$ cat config.mk
export PLATFORM = sky130hd
export DESIGN_NAME = video_sync_timing_gen
export DESIGN_NICKNAME = d
export VERILOG_FILES = /design/src/rtl/video_sync_timing_gen.sv
export SDC_FILE = /design/constraint.sdc
export NUM_CORES = 1
export LEC_CHECK = 0
export ABC_AREA = 1
export ABC_CLOCK_PERIOD_IN_PS = 3500
export CORE_MARGIN = 2
export CORE_UTILIZATION = 60
export DETAILED_ROUTE_END_ITERATION = 10
export GPL_ROUTABILITY_DRIVEN = 0
export PLACE_DENSITY = 0.8
export SETUP_SLACK_MARGIN = 0.2
export SYNTH_ARGS = -nofsm -noshare
export SYNTH_HDL_FRONTEND = slang
export SYNTH_SLANG_ARGS = --single-unit
$ cat constraint.sdc
create_clock -name clk_pixel_i -period 3.5 [get_ports clk_pixel_i]
set_clock_uncertainty 0.05 [all_clocks]
set_input_delay 0.525 -clock clk_pixel_i [delete_from_list [all_inputs] [get_ports clk_pixel_i]]
set_output_delay 0.525 -clock clk_pixel_i [all_outputs]
set_load 0.01 [all_outputs]
$ cat src/rtl/video_sync_timing_gen.sv
// video_sync_timing_gen
//   Raster timing generator on the pixel clock. The horizontal and vertical
//   counters walk sync, back porch, active and front porch. Every output is a
//   registered decode of the counters and lags them by one cycle. When en_i is
//   dropped, the frame in progress always runs to completion.
// Ports
//   clk_pixel_i    pixel clock
//   rst_i          synchronous reset, active high
//   en_i           run request, level sensitive
//   hsync_o        horizontal sync, active high, HSYNC_WIDTH pixel clocks
//   vsync_o        vertical sync, active high, VSYNC_WIDTH whole lines
//   de_o           data enable: active pixel of an active line
//   line_start_o   pulse on the first hsync cycle of every line
//   frame_start_o  pulse on the first hsync cycle of line 0
//   busy_o         high while running or finishing the last frame
module video_sync_timing_gen #(
  parameter int unsigned H_ACTIVE    = 800,
  parameter int unsigned H_FP        = 40,
  parameter int unsigned HSYNC_WIDTH = 5,
  parameter int unsigned H_BP        = 88,
  parameter int unsigned V_ACTIVE    = 600,
  parameter int unsigned V_FP        = 1,
  parameter int unsigned VSYNC_WIDTH = 4,
  parameter int unsigned V_BP        = 23
) (
  input  logic clk_pixel_i,
  input  logic rst_i,
  input  logic en_i,
  output logic hsync_o,
  output logic vsync_o,
  output logic de_o,
  output logic line_start_o,
  output logic frame_start_o,
  output logic busy_o
);

  localparam int unsigned H_TOTAL  = HSYNC_WIDTH + H_BP + H_ACTIVE + H_FP;
  localparam int unsigned V_TOTAL  = VSYNC_WIDTH + V_BP + V_ACTIVE + V_FP;
  localparam int unsigned HW       = $clog2(H_TOTAL);
  localparam int unsigned VW       = $clog2(V_TOTAL);
  localparam int unsigned H_DE_BEG = HSYNC_WIDTH + H_BP;
  localparam int unsigned H_DE_END = H_DE_BEG + H_ACTIVE;
  localparam int unsigned V_DE_BEG = VSYNC_WIDTH + V_BP;
  localparam int unsigned V_DE_END = V_DE_BEG + V_ACTIVE;

  if (HSYNC_WIDTH < 1 || HSYNC_WIDTH > 15) begin : g_bad_hsync
    $error("HSYNC_WIDTH must be in 1..15");
  end
  if (VSYNC_WIDTH < 1 || VSYNC_WIDTH > 15) begin : g_bad_vsync
    $error("VSYNC_WIDTH must be in 1..15");
  end
  if (H_ACTIVE == 0 || V_ACTIVE == 0) begin : g_bad_active
    $error("H_ACTIVE and V_ACTIVE must be non-zero");
  end

  typedef enum logic [1:0] {ST_IDLE, ST_RUN, ST_STOP} state_e;

  state_e          state_q, state_d;
  logic [HW-1:0]   h_q, h_d;
  logic [VW-1:0]   v_q, v_d;
  logic            hsync_q, vsync_q, de_q, line_start_q, frame_start_q, busy_q;

  logic            h_last, v_last, running;
  logic            hs_w, vs_w, de_w;

  assign h_last  = (h_q == HW'(H_TOTAL - 1));
  assign v_last  = (v_q == VW'(V_TOTAL - 1));
  assign running = (state_q != ST_IDLE);

  // Decodes are compared at 32 bits so a boundary equal to the total still
  // works when the total is an exact power of two.
  assign hs_w = (32'(h_q) < HSYNC_WIDTH);
  assign vs_w = (32'(v_q) < VSYNC_WIDTH);
  assign de_w = (32'(h_q) >= H_DE_BEG) && (32'(h_q) < H_DE_END) &&
                (32'(v_q) >= V_DE_BEG) && (32'(v_q) < V_DE_END);

  always_comb begin
    state_d = state_q;
    case (state_q)
      ST_IDLE: if (en_i) state_d = ST_RUN;
      ST_RUN:  if (!en_i) state_d = ST_STOP;
      ST_STOP: begin
        if (en_i)                  state_d = ST_RUN;
        else if (h_last && v_last) state_d = ST_IDLE;
      end
      default: state_d = ST_IDLE;
    endcase
  end

  // Counters only advance outside IDLE; the STOP->IDLE exit coincides with
  // the natural wrap, so both counters land on 0 without a separate clear.
  always_comb begin
    h_d = '0;
    v_d = '0;
    if (running) begin
      if (h_last) begin
        h_d = '0;
        v_d = v_last ? '0 : v_q + 1'b1;
      end else begin
        h_d = h_q + 1'b1;
        v_d = v_q;
      end
    end
  end

  always_ff @(posedge clk_pixel_i) begin
    if (rst_i) begin
      state_q       <= ST_IDLE;
      h_q           <= '0;
      v_q           <= '0;
      hsync_q       <= 1'b0;
      vsync_q       <= 1'b0;
      de_q          <= 1'b0;
      line_start_q  <= 1'b0;
      frame_start_q <= 1'b0;
      busy_q        <= 1'b0;
    end else begin
      state_q       <= state_d;
      h_q           <= h_d;
      v_q           <= v_d;
      hsync_q       <= running && hs_w;
      vsync_q       <= running && vs_w;
      de_q          <= running && de_w;
      line_start_q  <= running && (h_q == '0);
      frame_start_q <= running && (h_q == '0) && (v_q == '0);
      busy_q        <= (state_d != ST_IDLE);
    end
  end

  assign hsync_o       = hsync_q;
  assign vsync_o       = vsync_q;
  assign de_o          = de_q;
  assign line_start_o  = line_start_q;
  assign frame_start_o = frame_start_q;
  assign busy_o        = busy_q;

endmodule

# Word-level counts from Yosys, hierarchy flattened
# Cells that the tools add are included.
# op_classes
order_cmp,6
eq_ne,4
n_mux,6
n_reduce_logical,16
addsub,2
bitwise,1
# ops
cell,count
"adder 10 x 1 -> 10 bit, second input constant",2
"equality test 10 bit, second input constant",2
logical NOT 10 bit,2
"less-than comparator 10 bit, second input constant",2
"less-than comparator 10 x 3 -> 1 bit, second input constant",2
">= comparator 10 x 5 -> 1 bit, second input constant",1
">= comparator 10 x 7 -> 1 bit, second input constant",1
2-to-1 mux 10 bit,1
logical AND 1 bit,9
2-to-1 mux 2 bit,4
case mux 2 bit (3 select lines),1
nonzero test 2 bit,2
OR reduction 3 bit,1
"equality test 2 x 1 -> 1 bit, second input constant",1
"equality test 2 bit, second input constant",1
logical NOT 2 bit,1
OR reduction 2 bit,1
inverter 1 bit,1
# totals
input_bits,3
ff_bits,28
word_cells,44

# Longest topological paths before layout
# depth
depth_word,6
ltp_mapped,10
depth_no_buf,10

# Worst setup path before layout
# OpenSTA, ideal clock, no wires.
# synth_timing
kind,register to register
from,register h_q[0]
to,register h_q[5]
stages_incl_launch_ff,9
required_time_ps,3377
path_buffers,1
setup_slack_ps,2165
setup_time_ps,73
t_arrival_ps,1212
cell_sequence,dfxtp_1 > inv_1 > ha_1 > inv_1 > nor2_1 > nand3_2 > nand2_4 > buf_6 > nor3_4
# synth_via
elab_chain_cells,2
word_cells_on_any_way,3
# synth_lines
item,line,text
from (decl),59,"logic [HW-1:0] h_q, h_d;"
from (signal assigned),109,h_q <= '0;
from (signal assigned),119,h_q <= h_d;
branches (longest 2 deep; another with adder 10 x 1 -> 10 bit),-,
# Parallel ways; which one is timed is not known.
# A chain may end at the register's enable or synchronous reset.

# Worst setup path after layout
# layout_timing
from,register busy_q (netlist: busy_o)
to,output busy_o
# layout_rtl
item,line,text
from (decl),61,"logic hsync_q, vsync_q, de_q, line_start_q, frame_start_q, busy_q;"
from (signal assigned),126,busy_q <= (state_d != ST_IDLE);
to (decl),34,output logic busy_o
# No word-level cell between the ends.

==> run summary <==
Drt drc -> 0
Clk root buf -> clkbuf_4
Asr flop ratio synth -> 0%
Area share of the largest cell type after synthesis -> 35.1%
Post-synthesis cell area -> 1600 µm²
Critical-path top delay cell -> clkdlybuf4s50_1
Switching Power -> 0.117 mW
I/O Buffers -> 8
Area grow syn2layout -> 8.61%
Worst skew pair latency -> 0.33 ns
Combinational power share -> 6.3%
Sequential Power Share -> 63.0%
Fraction of layout cells with a size suffix above 1 -> 12.8%
Top-count cell post-synth -> nand2_1
Vias post-DR -> 1,350
Endpoint type of the worst setup path -> output port
Die Wd -> 55.6 µm
Setup slack at placement -> 1.49 ns
Cell Int Power -> 0.402 mW
# setup viols final -> 0
Sw Ratio -> 22.5%
Maxcap violations -> 0
CTS Buf Count -> 3
Worst VDD drop -> 242 µV
Status -> finished, final reports clean
Htree depth -> 1
Diodes inserted -> 0
Post-CTS resize count -> 0
DRT iter0 DRCs -> 44
Synth cell types -> 26
DIE AREA -> 3090 µm²
CP required -> 2.92 ns
Global-route wire length before repair -> 5180 µm
Core area -> 2500 µm²
Gr usage total -> 20.8%
Setup total negative slack -> 0 ns
Power Total -> 0.519 mW
Final worst setup slack -> 1.73 ns
Top cells by count, synth -> nand2_1, inv_1, dfxtp_1, nor2_1, nand3_1
DR vias/cell -> 4.95
Mean Syn Cell Area -> 6.86 µm²
Fmax -> 0.566 GHz
CTS clk-pin slew, worst paths -> 0.15 ns
Row count -> 18
Critical-path cell list -> clkdlybuf4s50_1
Largest net degree at the start of global routing -> 16
HPWL Detailed -> 2280 µm
CP arrival -> 1.19 ns
Measured slew at the worst slew-check pin -> 0.281 ns
Post-Route WL -> 2960 µm
Worst Setup Path Type -> flop to output port
Hold crit path type -> flop to flop
Syn_nets -> 241
Fin crit share -> 50.5%
Post-synth top area cell -> dfxtp_1
Cell Pwr Density -> 299 nW/µm²
CTS tree -> yes
Vias in the first global route -> 1,209
Initial antenna violation count -> 0
CP max FO -> 1
Yosys warns -> 0
Total grt overflow -> 0
Slew headroom -> 81.1%
Clock Path Buffers -> 2
I/O pins -> 9
Die height -> 55.6 µm
WL/cell -> 10.8 µm
Register area share after synthesis -> 35.1%
Number of synthesized flops with an enable pin -> 0
RSZ-0062 raised after global routing -> false
Clk pwr share -> 30.7%
Final net count -> 252
P_leak -> 0.736 nW
Cts hold-fix bufs -> 0
Main flop type after synthesis -> dfxtp_1
Area contributors post-synth -> dfxtp_1, nand2_1, inv_1, nor2_1, nand3_1
Post-CTS setup buffers -> 0
Post-DRT Antenna Nets -> 0
Delay-heaviest family, CP -> buffers and inverters
Num Clock Sinks -> 28
Buf/Inv on CP -> 1
Max incr delay on CP -> 0.53 ns
Initial Utilization -> 63.9%
Slew Viols, Final -> 0
#FFs+latches synth -> 28
Startpoint Class -> flop
Hold Vio Cnt, Final -> 0
Syn Inst Count -> 233
Iteration count of the initial detailed-routing pass -> 4
Crit path time final -> 1.77 ns
## metrics by stage
step	instances	hold slack [ns]	area, µm²	util, %
finish	273	0.447	1740	69.4
global route	273	0.480	1740	69.4
CTS	273	0.455	1740	69.4
detailed placement	269	0.431	1700	68.0
global placement	269	0.423	1700	68.0
floorplan	233	0.403	1600	-
## power by group through the flow
stage          registers, mW  logic (mW)  clock network (mW)
2_1_floorplan          0.335      0.0191                   0
3_3_place_gp           0.334      0.0324                   0
3_5_place_dp           0.334      0.0330                   0
4_1_cts                0.327      0.0331               0.163
5_1_grt                0.328      0.0358               0.171
6_report               0.327      0.0326               0.160
## path summary, 6_finish.rpt
check | to | cells after the start | start | slack (ns)
worst max-delay path | busy_o | 1 | busy_o$_SDFF_PP0_ | 1.73
worst min-delay path | v_q[9]$_SDFFE_PP0P_ | 2 | v_q[9]$_SDFFE_PP0P_ | 0.45
worst max register to register | v_q[5]$_SDFFE_PP0P_ | 9 | h_q[0]$_SDFF_PP0_ | 1.88
worst min register to register | v_q[9]$_SDFFE_PP0P_ | 2 | v_q[9]$_SDFFE_PP0P_ | 0.45
## layout by cell type (no fill, tap or decap), drive strengths merged
cell           synthesis  routed
dfxtp                 28      28
and3                   1       1
inv                   43      43
clkdlybuf4s50          0       8
o21ai                  9       9
and2                   1       1
nand3                 15      15
clkbuf                 0       4
a21oi                 13      13
ha                     5       5
o21bai                 2       2
nand2                 63      63
a211oi                 1       1
nor3                   5       5
nor2                  37      37
nand4                  8       8
## final cells by class
class	count	area [µm²]
Clock buffer	4	36.3
Fill cell	221	764
Inverter	43	161
Multi-Input combinational cell	160	860
Sequential cell	28	561
Tap cell	30	37.5
Timing Repair Buffer	8	80.1
## registers in the layout (all words and copies together) (netlist names)
name / cells
hsync_o: 1
frame_start_o: 1
state_q: 2
busy_o: 1
v_q: 10
h_q: 10
de_o: 1
line_start_o: 1
vsync_o: 1
## cells by family (layout without fill, tap and decap cells)
kind of cell             Yosys count  after routing  share of synthesized area [%]
AND/OR/NAND/NOR                  130            130                           39.9
buffers and inverters             45             55                           11.1
flip-flops                        28             28                           35.1
AO/OA/AOI/OAI                     25             25                           9.95
adder cells (fa/ha/maj)            5              5                           3.92
## routing by layer
metal  GRT usage (%)  up-vias  share of wire, %
met3            2.33        4               3.9
met1            31.5      577                54
met4            7.32        0               1.0
met5               0        -                 0
met2            30.4       23                41
li1                -      746                 -
(Power assumes the default switching activity.)
==> patch (same flow settings) <==
Put one more register stage on the output `vsync_o`, with the module's reset. The value now appears one clock later. The other outputs are not delayed to match.
--- a/src/rtl/video_sync_timing_gen.sv
+++ b/src/rtl/video_sync_timing_gen.sv
@@ -128,7 +128,13 @@
   end
 
   assign hsync_o       = hsync_q;
-  assign vsync_o       = vsync_q;
+  always_ff @(posedge clk_pixel_i) begin
+    if (rst_i) begin
+      vsync_o <= '0;
+    end else begin
+      vsync_o <= vsync_q;
+    end
+  end
   assign de_o          = de_q;
   assign line_start_o  = line_start_q;
   assign frame_start_o = frame_start_q;
Behaviour: not the same (a bounded check fails within 4 cycles, from zero or initial values and one cycle with rst_i high).
==> patch against the original RTL <==
  * Design area fell by 0.58%
  * Non-clock buffer count did not move
  * Combinational power fell by 8.9%
  * Die area fell by 2.2%
  * Critical path depth rose by 8
  * Routed wire length rose by 0.10%
  * Setup slack got worse by 0.19 ns
  * Worst hold slack got worse by 0.092 ns
  * Synthesized area fell by 2.3%
  * Sequential cell count rose by 1
  * Total power rose by 16%
  * Critical path type is now flip-flop to flip-flop
  * Critical endpoint is now v_q[5]$_SDFFE_PP0P_
==> patch: results <==
metrics = {
    "cts": {
        "htreeDepth": 2,
        "path_clk_slew_ns": 0.09,
        "insertion_delay_ns": 0.33,
        "ctsResizeCount": 0,
        "ctsRootBufferMaster": "clkbuf_4",
        "cts_buffers": 5,
    },
    "power": {
        "sequentialPower_uw": 338,
        "peakVddDrop_mv": 0.286,
        "power_uw": 601,
        "p_int_uw": 465,
        "p_leak_uw": 0.000740,
        "clockPowerShare_pct": 38.8,
    },
    "worst_hold_path": {
        "hold_path.class": "flip-flop to flip-flop",
        "hp-start": "vsync_q$_SDFF_PP0_",
        "holdPathEnd": "vsync_o$_SDFF_PP0_",
    },
    "route": {
        "wl_met3_um": 200,
        "wl_per_cell_um": 10.4,
        "vias_per_cell": 5.08,
        "drtIter0Drc": 58,
        "wl_met2_mm": 1.19,
        "met1_length_mm": 1.54,
        "dr.pass1.iters": 5,
    },
    "global_route": {
        "grt_first_pass_wirelength_mm": 5.18,
        "grt_pass1_vias": 1226,
        "grt_util_all_layers_pct": 23.7,
        "grt_start_max_net_pins": 13,
        "grt_util_met1_pct": 33.2,
        "met2_usage_pct": 35.1,
        "grt_util_met3_pct": 6.45,
    },
    "critical_path": {
        "worst-path-max-fanout": 12,
        "cp_slowest_cell": "nand2_1",
        "criticalPathCategory": "flip-flop to flip-flop",
        "cp-endpoint": "v_q[5]$_SDFFE_PP0P_",
        "crit_family": "simple AND/OR/NAND/NOR gates",
        "timing.rr.start": "h_q[0]$_SDFF_PP0_",
        "slowest_delay_ns": 0.40,
        "cp.arrival_ns": 2.13,
        "ff2ff_setup_slack_ns": 1.55,
    },
    "synthesis": {
        "syn_inst": 240,
        "synth_warnings": 0,
        "ys_top_cells_by_count": "nand2_1 (62), inv_1 (43), nor2_1 (36)",
        "ys_seq_area_share_pct": 37.2,
        "yosys-top-cells-area": "dfxtp_1 (37%), nand2_1 (15%), inv_1 (10%), nor2_1 (8.7%), nand3_1 (5.8%)",
        "ys_types": 24,
        "synth_nets": 248,
    },
    "cells_and_area": {
        "fin_cells": 284,
        "num_antenna_cells": 0,
        "fillers": 226,
        "final_nets": 261,
        "drive_gt1_share_pct": 8.27,
    },
    "sta": {
        "hold_ws_ns": 0.355,
        "max_clock_freq_mhz": 512,
        "relSlewSlack_pct": 68.3,
    },
    "place": {
        "dp_slack_ns": 1.22,
        "dp_hpwl_mm": 2.23,
        "postPlaceCellArea_um2": 1660,
    },
    "run_status": {
        "status": "finished clean",
    },
}
patch: cell types whose count changed after synthesis, moves of 2 or more:
cell | unedited run | this run
nand2_4 | 3 | 0
a21oi_2 | 7 | 0
nor3_2 | 0 | 3
nor2_2 | 5 | 0
nor2_1 | 28 | 36
nor4_1 | 0 | 2
inv_1 | 41 | 43
o21ai_0 | 8 | 4
nand2_1 | 56 | 62
nand3_1 | 14 | 18
nand4_1 | 8 | 5
a21oi_1 | 6 | 10
patch: cell type report:
cell class | count | area, µm² | area share (%)
Sequential cell | 29 | 581 | 33.6
Multi-Input combinational cell | 162 | 781 | 45.3
Timing Repair Buffer | 8 | 80.1 | 4.64
Tap cell | 30 | 37.5 | 2.18
Clock buffer | 7 | 65.1 | 3.77
Clock inverter | 1 | 5.00 | 0.290
Inverter | 47 | 176 | 10.2
patch: kinds of logic after synthesis:
logic type	count (synthesis)	synth area share (%)
AOI/OAI and AO/OA	18	6.18
adders and majority gates	5	4.01
buffers and inverters	49	12.7
DFF	29	37.2
and+or+nand+nor	139	39.9
